## src/rtl/ex_mux_pkg.sv

```systemverilog
// ex_mux_pkg: shared constants for the EX-stage result selector.
//   WIDTH_DEFAULT - default candidate/result data width
//   SEL_I0..SEL_I4 - legal select codes; SEL_MAX is the highest legal code
package ex_mux_pkg;

    localparam int unsigned WIDTH_DEFAULT = 32;

    localparam logic [2:0] SEL_I0  = 3'd0;
    localparam logic [2:0] SEL_I1  = 3'd1;
    localparam logic [2:0] SEL_I2  = 3'd2;
    localparam logic [2:0] SEL_I3  = 3'd3;
    localparam logic [2:0] SEL_I4  = 3'd4;
    localparam logic [2:0] SEL_MAX = 3'd4;

endpackage

```

## src/rtl/ex_mux_sel.sv

```systemverilog
// ex_mux_sel: purely combinational 5:1 selector with illegal-code detect.
//   i0..i4   - candidate values
//   control  - select code, 0..4 legal, 5..7 illegal (select all-zeros)
//   in_valid - slot qualifier; illegal is only flagged for real slots
//   sel_data - selected candidate
//   illegal  - in_valid and control above SEL_MAX
module ex_mux_sel
    import ex_mux_pkg::*;
#(
    parameter int unsigned WIDTH = WIDTH_DEFAULT
) (
    input  logic [WIDTH-1:0] i0,
    input  logic [WIDTH-1:0] i1,
    input  logic [WIDTH-1:0] i2,
    input  logic [WIDTH-1:0] i3,
    input  logic [WIDTH-1:0] i4,
    input  logic [2:0]       control,
    input  logic             in_valid,
    output logic [WIDTH-1:0] sel_data,
    output logic             illegal
);

    always_comb begin
        sel_data = '0;
        case (control)
            SEL_I0:  sel_data = i0;
            SEL_I1:  sel_data = i1;
            SEL_I2:  sel_data = i2;
            SEL_I3:  sel_data = i3;
            SEL_I4:  sel_data = i4;
            default: sel_data = '0;
        endcase
    end

    assign illegal = in_valid & (control > SEL_MAX);

endmodule

```

## src/rtl/ex_mux.sv

```systemverilog
// ex_mux: registered 5-way operand/result selector for the EX stage.
//   clk       - clock, rising edge
//   rst_n     - asynchronous active-low reset, clears all outputs
//   i0..i4    - candidate values
//   control   - select code (0..4 legal, 5..7 illegal)
//   in_valid  - inputs are a real pipeline slot
//   stall     - downstream stall, holds all output registers
//   out       - registered selected value (loaded even for bubbles)
//   out_valid - registered in_valid
//   sel_err   - registered illegal-select flag for a valid slot
module ex_mux
    import ex_mux_pkg::*;
#(
    parameter int unsigned WIDTH = WIDTH_DEFAULT
) (
    input  logic             clk,
    input  logic             rst_n,
    input  logic [WIDTH-1:0] i0,
    input  logic [WIDTH-1:0] i1,
    input  logic [WIDTH-1:0] i2,
    input  logic [WIDTH-1:0] i3,
    input  logic [WIDTH-1:0] i4,
    input  logic [2:0]       control,
    input  logic             in_valid,
    input  logic             stall,
    output logic [WIDTH-1:0] out,
    output logic             out_valid,
    output logic             sel_err
);

    logic [WIDTH-1:0] sel_data;
    logic             illegal;

    ex_mux_sel #(
        .WIDTH(WIDTH)
    ) u_sel (
        .i0      (i0),
        .i1      (i1),
        .i2      (i2),
        .i3      (i3),
        .i4      (i4),
        .control (control),
        .in_valid(in_valid),
        .sel_data(sel_data),
        .illegal (illegal)
    );

    // Stall holds everything; inputs offered during a stall are dropped.
    always_ff @(posedge clk or negedge rst_n) begin
        if (!rst_n) begin
            out       <= '0;
            out_valid <= 1'b0;
            sel_err   <= 1'b0;
        end else if (!stall) begin
            out       <= sel_data;
            out_valid <= in_valid;
            sel_err   <= illegal;
        end
    end

endmodule

```

## config.mk

```make
export PLATFORM = sky130hd
export DESIGN_NAME = ex_mux
export DESIGN_NICKNAME = d
export VERILOG_FILES = /design/src/rtl/ex_mux_pkg.sv /design/src/rtl/ex_mux_sel.sv /design/src/rtl/ex_mux.sv
export SDC_FILE = /design/constraint.sdc
export NUM_CORES = 1
export LEC_CHECK = 0
export BUFFER_PORTS_ARGS = -buffer_cell sky130_fd_sc_hd__buf_2
export CAP_MARGIN = 30
export CORE_MARGIN = 3
export CORE_UTILIZATION = 30
export DETAILED_ROUTE_END_ITERATION = 12
export GPL_ROUTABILITY_DRIVEN = 0
export HOLD_SLACK_MARGIN = 0.1
export PLACE_DENSITY = 0.65
export SYNTH_ARGS = -nofsm -noshare
export SYNTH_HDL_FRONTEND = slang
export SYNTH_SLANG_ARGS = --single-unit
export TNS_END_PERCENT = 5
```

## constraint.sdc

```tcl
create_clock -name clk -period 0.8 [get_ports clk]
set_input_delay 0.12 -clock clk [delete_from_list [all_inputs] [get_ports clk]]
set_output_delay 0.12 -clock clk [all_outputs]
set_load 0.03 [all_outputs]
```

==> flow_results.org, run 1 <==
** Timing
- Worst Hold Slack :: around 140 ps
- Total setup violations reported at the end of the flow :: 65
- The smallest clock period supported by the final layout is computed as between 900 and 1000 ps.
- Number of pins with negative max-slew slack in the final report :: 0
- Final clock skew :: 0 ps
- Setup slack on the critical path of the routed design comes to -162 ps.
- Derived from the worst setup path, the maximum achievable clock frequency is ~1000 MHz.
- After layout, the worst path uses 120% of the clock period.
- Final Hold Violating Endpoints :: 0
- Setup repair after global routing could not meet its margin everywhere.
- At the pin with the least slew margin, the transition time is about 220 ps.
- Measured against its own limit, the worst slew margin works out to a little over four fifths.

** Global route
- Vias in the first global route :: ~2800
- Global Route Usage Sum :: a little under a fifth
- Global routing finished with a remaining overflow of 0.
- Global-route wire length before repair :: roughly 13000 um
- The number of antenna violations at the first check in global routing was 0.
- Maximum number of pins on one net before global-route repair :: 36

** Hold path
- Along the worst hold path, the cell count comes to 3.
- Worst Hold Path EP :: out[10]$_DFFE_PN0N_
- The worst hold path begins at i4[10].
- Hold crit path type :: in2reg

** Clock tree
- The H-tree was split into 2 levels.
- The clock passes through at most 2 buffers.
- TritonCTS built the clock tree.
- Clock-pin slew reported for the worst setup and hold paths after clock tree synthesis :: about 70 ps
- For this design, the sink count on the clock tree is 34.
- TritonCTS created 5 clock buffers.
- In this run the clock root is driven by a sky130_fd_sc_hd__clkbuf_8.
- Clk_lat worst skew :: roughly 270 ps

** Yosys
- Dominant synthesized flop cell :: sky130_fd_sc_hd__dfrtp_1
- After synthesis, the netlist uses 17 different library cells.
- By count the netlist is led by sky130_fd_sc_hd__mux2i_1, sky130_fd_sc_hd__nand2_1, sky130_fd_sc_hd__dfrtp_1.
- Ranked by total cell area, the synthesized netlist is headed by sky130_fd_sc_hd__dfrtp_1, sky130_fd_sc_hd__mux2i_1, sky130_fd_sc_hd__o221ai_1.
- Most repeated cell in the gate-level netlist after synthesis :: sky130_fd_sc_hd__mux2i_1
- Area share of the leading cell type in the synthesized netlist :: about 36%
- Yosys synthesis warning count :: 0
- Number of flip-flops and latches in the synthesized netlist :: 34
- After synthesis the cells add up to between 2000 and 2500 sq um.
- Synthesized Nets :: 432
- Counting flops with an async set or reset pin after synthesis yields a share of 100%.
- Sequential area share after synthesis :: a little over a third
- Post-Synthesis Cells :: about 270
- The biggest area contributor in the post-synthesis netlist is sky130_fd_sc_hd__dfrtp_1.
- A synthesized cell averages just under 9 sq um.
- The synthesized design contains 0 enable-type register cells.

** Floorplan
- Row generation in the floorplan step produced 31 rows.
- Core area :: around 7400 sq um
- Die height :: ~95 um
- Chip width :: approximately 95 um
- During I/O placement, the number of pins put on the boundary was ~200.
- The floorplan step defined a die boundary enclosing between 8000 and 9000 sq um.
- Once the floorplan was initialized, standard cells occupied 31.7% of the core.

** Power
- Part of the power in combinational logic :: a little under two fifths
- Sw Ratio :: 32.0%
- Share of power burned in registers :: between 30 and 40%
- Static Leak :: 2.12 nW
- In this run the power spent charging and discharging nets is between 1.5 and 2 mW.
- The clock network is responsible for between 20% and 30% of the overall power.
- Post-layout total power :: around 5.7 mW
- Across the VDD grid, the largest voltage drop is approximately 0.60 mV.
- Internal power :: around 3.9 mW
- Dividing total power by cell area gives a power density of 1430 nW/um^2.

** Setup path
- WP buf/inv :: 1
- Worst R2R Start :: out[20]$_DFFE_PN0N_
- Of all nets on the critical path, the largest fanout is 2.
- Worst setup path class :: reg2out
- Depth of the most critical reg-to-reg path :: 3
- Family with the most delay on the worst path :: flip-flops
- Cells along the critical path :: buf_6
- At the worst endpoint, the arrival time is 840 ps.
- Delay of the slowest critical-path stage :: approximately 410 ps
- CP endpoint kind :: output pin
- Setup slack on the worst reg-to-reg path comes out at -30 ps.
- Startpoint Class :: register
- Required time of the critical path :: just under 700 ps
- Slowest cell on the critical path :: sky130_fd_sc_hd__dfrtp_1
- The worst register-to-register path ends at out[20]$_DFFE_PN0N_.

** Run
- Max-cap violations in this run came to 0.

** Route
- After detailed routing, the number of vias per cell comes to around 5.0.
- The pre-antenna-repair detailed-routing pass consisted of 4 iterations.
- Total vias in the final route :: ~2900
- In the final routed layout, each cell accounts on average for 15.1 um.
- Once detail routing completed, the nets flagged for antenna violations numbered 0.
- After the first detailed-routing iteration, the DRC count stood at between 50 and 60.
- # DRC :: 0
- The final layout contains routed wiring with a total length of ~8700 um.

** Layout
- The sequential cells in the finished layout cover a total of around 850 sq um.
- Relative to the synthesized area, the layout overhead comes to 69.8%.
- Filler instances :: roughly 700
- Share of the core filled with cells :: a little over half
- Nets@finish :: 640
- Share of final-layout standard cells stronger than drive strength 1 :: between 50% and 60%
- Diodes inserted :: 0
- In the final layout, the multi-input gates occupy approximately 1400 sq um.

** Outcome
- Violations in the final reports :: negative setup slack
- The run finished, with violations left.

** Placed design
- Summed over all nets, the half-perimeter wirelength after detailed placement is about 6700 um.
- In this run the tool buffered the top-level ports with 200 buffer cells.
- Pre-CTS setup slack :: -431 ps
[routing by layer]
metal / vias to the layer above / wire length [um] / track usage, %
met5: - / 0 / 0
met4: 0 / 135 / 4.57
met2: 145 / 4560 / 33.8
met1: 1302 / 3230 / 21.3
met3: 15 / 739 / 4.38
li1: 1388 / - / -
[flip-flops by register name (all words and copies together) (netlist names)]
name,cells
sel_err,1
out,32
out_valid,1
[power by group through the flow]
stage	sequential, mW	combinational, mW	clock [mW]
finish	2.04	2.14	1.54
global route	2.06	2.30	1.70
CTS	2.04	2.12	1.59
detailed placement	2.02	1.88	0
global placement	2.02	1.85	0
floorplan	2.39	0.656	0
[metrics by stage]
| step | cells | instance area, sq um | setup TNS, ps |
|---|---|---|---|
| 2_1_floorplan | 265 | 2400 | -8890 |
| 5_1_grt | 573 | 4010 | -9520 |
| 3_3_place_gp | 560 | 3600 | -11480 |
| 6_report | 573 | 4010 | -7650 |
| 4_1_cts | 572 | 3970 | -7250 |
| 3_5_place_dp | 560 | 3600 | -12530 |
[worst max-delay path by stage]
stage	from	endpoint	cells after the start
5_1_grt	out[17]$_DFFE_PN0N_	out[17]	1
6_report	out[11]$_DFFE_PN0N_	out[11]	1
4_1_cts	out[17]$_DFFE_PN0N_	out[17]	1
3_5_place_dp	control[2]	out[15]$_DFFE_PN0N_	6
2_1_floorplan	stall	out[0]$_DFFE_PN0N_	5
3_3_place_gp	control[2]	out[21]$_DFFE_PN0N_	6
[worst min-delay path, delay by kind of cell]
kind	cells	cell delay, ps
buffers and inverters	1	70
AO/OA/AOI/OAI	2	190
[layout by cell type, fill, tap and decap left out, drive strengths merged]
| cell type | n |
|---|---|
| nand3b | 1 |
| o21ai | 4 |
| clkbuf | 5 |
| mux2i | 63 |
| nor3 | 1 |
| a21oi | 32 |
| o32ai | 1 |
| nand2 | 37 |
| bufinv | 1 |
| inv | 1 |
| nand2b | 3 |
| dfrtp | 34 |
| o221ai | 31 |
| buf | 224 |
| or3 | 1 |
| nor2 | 31 |
| dlygate4sd3 | 2 |
| clkinv | 2 |
[timing repair]
| item | 4_1_cts | 5_1_grt |
|---|---|---|
| setup buffers | 2 | 1 |
| endpoints found under the hold margin | 35 | 0 |
| endpoints found under the setup margin | 66 | 66 |
| resized for setup | 72 | 8 |
| hold buffers | 2 | 0 |
| pin swaps | 0 | 1 |
[cell families after synthesis]
logic type / after synthesis / synth area share (%)
AOI/OAI and AO/OA: 68 / 19.5
buffers and inverters: 26 / 5.19
DFF: 34 / 36.0
muxes: 63 / 26.7
and+or+nand+nor: 74 / 12.6
[area by class of cell]
cell class | instances | area share [%]
Clock buffer | 5 | 1.72
Sequential cell | 34 | 21.2
Inverter | 1 | 0.0936
Timing Repair Buffer | 226 | 37.6
Clock inverter | 3 | 0.998
Multi-Input combinational cell | 205 | 35.3
Tap cell | 99 | 3.09
No activity file was read; power rests on OpenSTA's default activity.
==> inputs of run 2 (changes only) <==
Clock period 0.8 ns to 1.2 ns, I/O delays scaled along.
==> flow_results.org, run 2 (synthesized netlist as in run 1, its figures left out) <==
** Floorplan
- The initialized floorplan defines 31 standard-cell rows.
- Area of the die :: between 8000 and 9000 sq um
- 201 I/O pins were placed.
- From left edge to right edge, the die measures roughly 95 um.
- For this configuration, the core starts out at a cell density of a little under a third.
- Die height :: between 90 and 100 um
- The core region is 7450 sq um.

** Timing
- Max-slew headroom at the worst pin :: 74.2%
- Number of pins with negative max-slew slack in the final report :: 0
- Worst Hold Slack :: about 130 ps
- The total count of hold-check failures in the final report is 0.
- Derived from the worst setup path, the maximum achievable clock frequency is 948 MHz.
- Unrepaired setup endpoints after global routing :: false
- For the final database, setup skew stands at 0 ps.
- Worst Max-Slew Pin Slew :: between 300 and 400 ps
- Total setup violations reported at the end of the flow :: 0
- Final critical-path share of the clock period :: 87.9%
- Time the final worst path needs with I/O delays and setup :: between 1000 and 1500 ps
- The worst path meets setup with 146 ps of slack.

** Setup path
- Setup slack on the worst reg-to-reg path comes out at 470 ps.
- Worst R2R End :: out[20]$_DFFE_PN0N_
- Slowest cell on the critical path :: sky130_fd_sc_hd__dfrtp_1
- Cells along the critical path :: buf_2
- Data on the critical path arrives at its endpoint at ~870 ps.
- On the critical path the largest part of the delay comes from flip-flops.
- On the worst path, the slowest cell contributes a delay of roughly 380 ps.
- The worst setup path is of the reg2out kind.
- Worst R2R Start :: out[20]$_DFFE_PN0N_
- In this run the worst path has a maximum fanout of 2.
- CP endpoint kind :: output pin
- Depth of the most critical reg-to-reg path :: 2
- Startpoint Class :: register
- Required time of the critical path :: between 1000 and 1500 ps
- WP buf/inv :: 1

** Hold path
- Cell depth of the worst hold path :: 3
- In this run the most critical hold path is launched from in_valid.
- Worst Hold Path EP :: out_valid$_DFFE_PN0N_
- The tightest min-delay check is of the in2reg type.

** Layout
- Registers with the most flip-flops :: out (32), out_valid (1), sel_err (1)
- The register with the most flip-flops in the layout has 32 of them.
- Across the whole layout, storage elements account for between 800 and 900 sq um.
- For this run, the share of the core covered by cells in the final layout is roughly 50%.
- The number of antenna diodes in the final layout is 0.
- Of the cells placed in the final design, the portion with a size suffix greater than 1 is 49.4%.
- Summed area of non-filler cells in the final layout :: between 3000 and 4000 sq um
- Nets@finish :: around 640
- Leaving out fill and tap cells, the most frequent cell in the layout is sky130_fd_sc_hd__buf_2.
- Filler instances :: between 700 and 800
- Commonest cells after routing, fill and taps aside :: sky130_fd_sc_hd__buf_2, sky130_fd_sc_hd__mux2i_1, sky130_fd_sc_hd__nand2_1
- Area used by multi-input combinational logic :: 1400 sq um
- Register ranked first by flip-flop count :: out
- Final instance count without filler cells :: between 500 and 600
- Synth-to-layout area growth :: 58.7%

** Power
- Per report_power, the clock group accounts for a little under a quarter of the total.
- The internal power of the cells totals 2.23 mW.
- Sequential cells burn roughly two fifths of the power.
- Summed over all nets, the switching power comes to between 1 and 1.5 mW.
- For this design the static power due to leakage is ~2.1 nW.
- Part of the power in combinational logic :: 37.4%
- In this run switching power makes up 34.1% of total power.
- VDD IR-drop max :: approximately 0.38 mV
- In this run the power density over the cells is 903 nW/um^2.

** Route
- Vias per Instance :: 4.97
- Overall routed net length :: 8510 um
- Total vias in the final route :: 2858
- Number of nets with antenna violations after detailed routing :: 0
- After detailed routing, the average wire length per cell comes to 14.8 um.
- For this run, design rule violations remaining after detail routing come to 0.
- The first TritonRoute pass finished after 4 iterations.
- The detailed router finished its first iteration with 86 violations.

** Clock tree
- After clock tree synthesis, the clock-pin slew on the worst setup and hold paths is 70 ps.
- CTS H-tree depth :: 2
- Master cell of the clock root buffer :: sky130_fd_sc_hd__clkbuf_8
- Clock tree synthesis inserted a total of 5 buffers.
- Post-CTS Setup Bufs :: 0
- Clk_lat worst skew :: approximately 270 ps
- The clock passes through at most 2 buffers.
- Clock tree from TritonCTS :: yes
- The clock net in this run drives a total of 34 sinks.

** Global route
- The first global-routing pass estimated between 10000 and 15000 um of wire.
- The number of antenna violations at the first check in global routing was 0.
- Vias in the first global route :: roughly 2800
- Global routing used between 10% and 20% of the available tracks across all layers.
- Grt total ovfl :: 0
- Maximum number of pins on one net before global-route repair :: 36

** Placed design
- The placed instances occupy a cell area of roughly 3700 sq um.
- Post-DP HPWL :: 6830 um
- Placed Instances :: ~570
- Pre-CTS setup slack :: -117 ps
- Count of input and output buffers :: 200

** Outcome
- Outcome :: finished clean

** Run
- Number of violations of the max-capacitance limit :: 0
==> run 2: per-layer routing <==
| layer | vias to the layer above | share of wire (%) | GRT usage, % |
|---|---|---|---|
| met2 | 132 | 52 | 34.3 |
| met4 | 0 | 1.0 | 4.09 |
| met1 | 1325 | 38 | 20.7 |
| met3 | 8 | 8.4 | 3.67 |
| li1 | 1393 | - | - |
| met5 | - | 0 | 0 |
==> run 2: power groups by stage <==
stage               Clock, mW  Sequential, mW  Combinational [mW]
CTS                     0.821            1.33                1.28
floorplan                   0            1.59               0.424
detailed placement          0            1.35                1.28
global route            0.875            1.35                1.37
finish                  0.783            1.33                1.27
global placement            0            1.35                1.25
==> run 2: worst max-delay path by stage <==
stage / from / end / slack [ps] / cells past startpoint
after floorplan: control[1] / out[10]$_DFFE_PN0N_ / 20 / 5
after detailed placement: control[1] / out[20]$_DFFE_PN0N_ / -120 / 6
after global routing: out[29]$_DFFE_PN0N_ / out[29] / 90 / 1
after global placement: control[1] / out[24]$_DFFE_PN0N_ / -50 / 6
final: out[29]$_DFFE_PN0N_ / out[29] / 150 / 1
after CTS: out[29]$_DFFE_PN0N_ / out[29] / 130 / 1
==> run 2: final cells by class <==
cell class	instances	area share [%]
sequential	34	22.7
clock buffer	7	2.04
inverter	1	0.100
multi-input combinational	205	37.2
tap	99	3.30
timing repair buffer	229	34.6
==> run 2: repair_timing <==
action | 4_1_cts | 5_1_grt
endpoints found under the hold margin | 34 | 0
resized for setup | 0 | 0
hold buffers | 1 | 0
==> run 2: through the flow <==
step / power [mW] / setup TNS [ps]
2_1_floorplan: 2.02 / 0
3_3_place_gp: 2.60 / -662
3_5_place_dp: 2.62 / -2050
4_1_cts: 3.43 / 0
5_1_grt: 3.60 / 0
6_report: 3.38 / 0
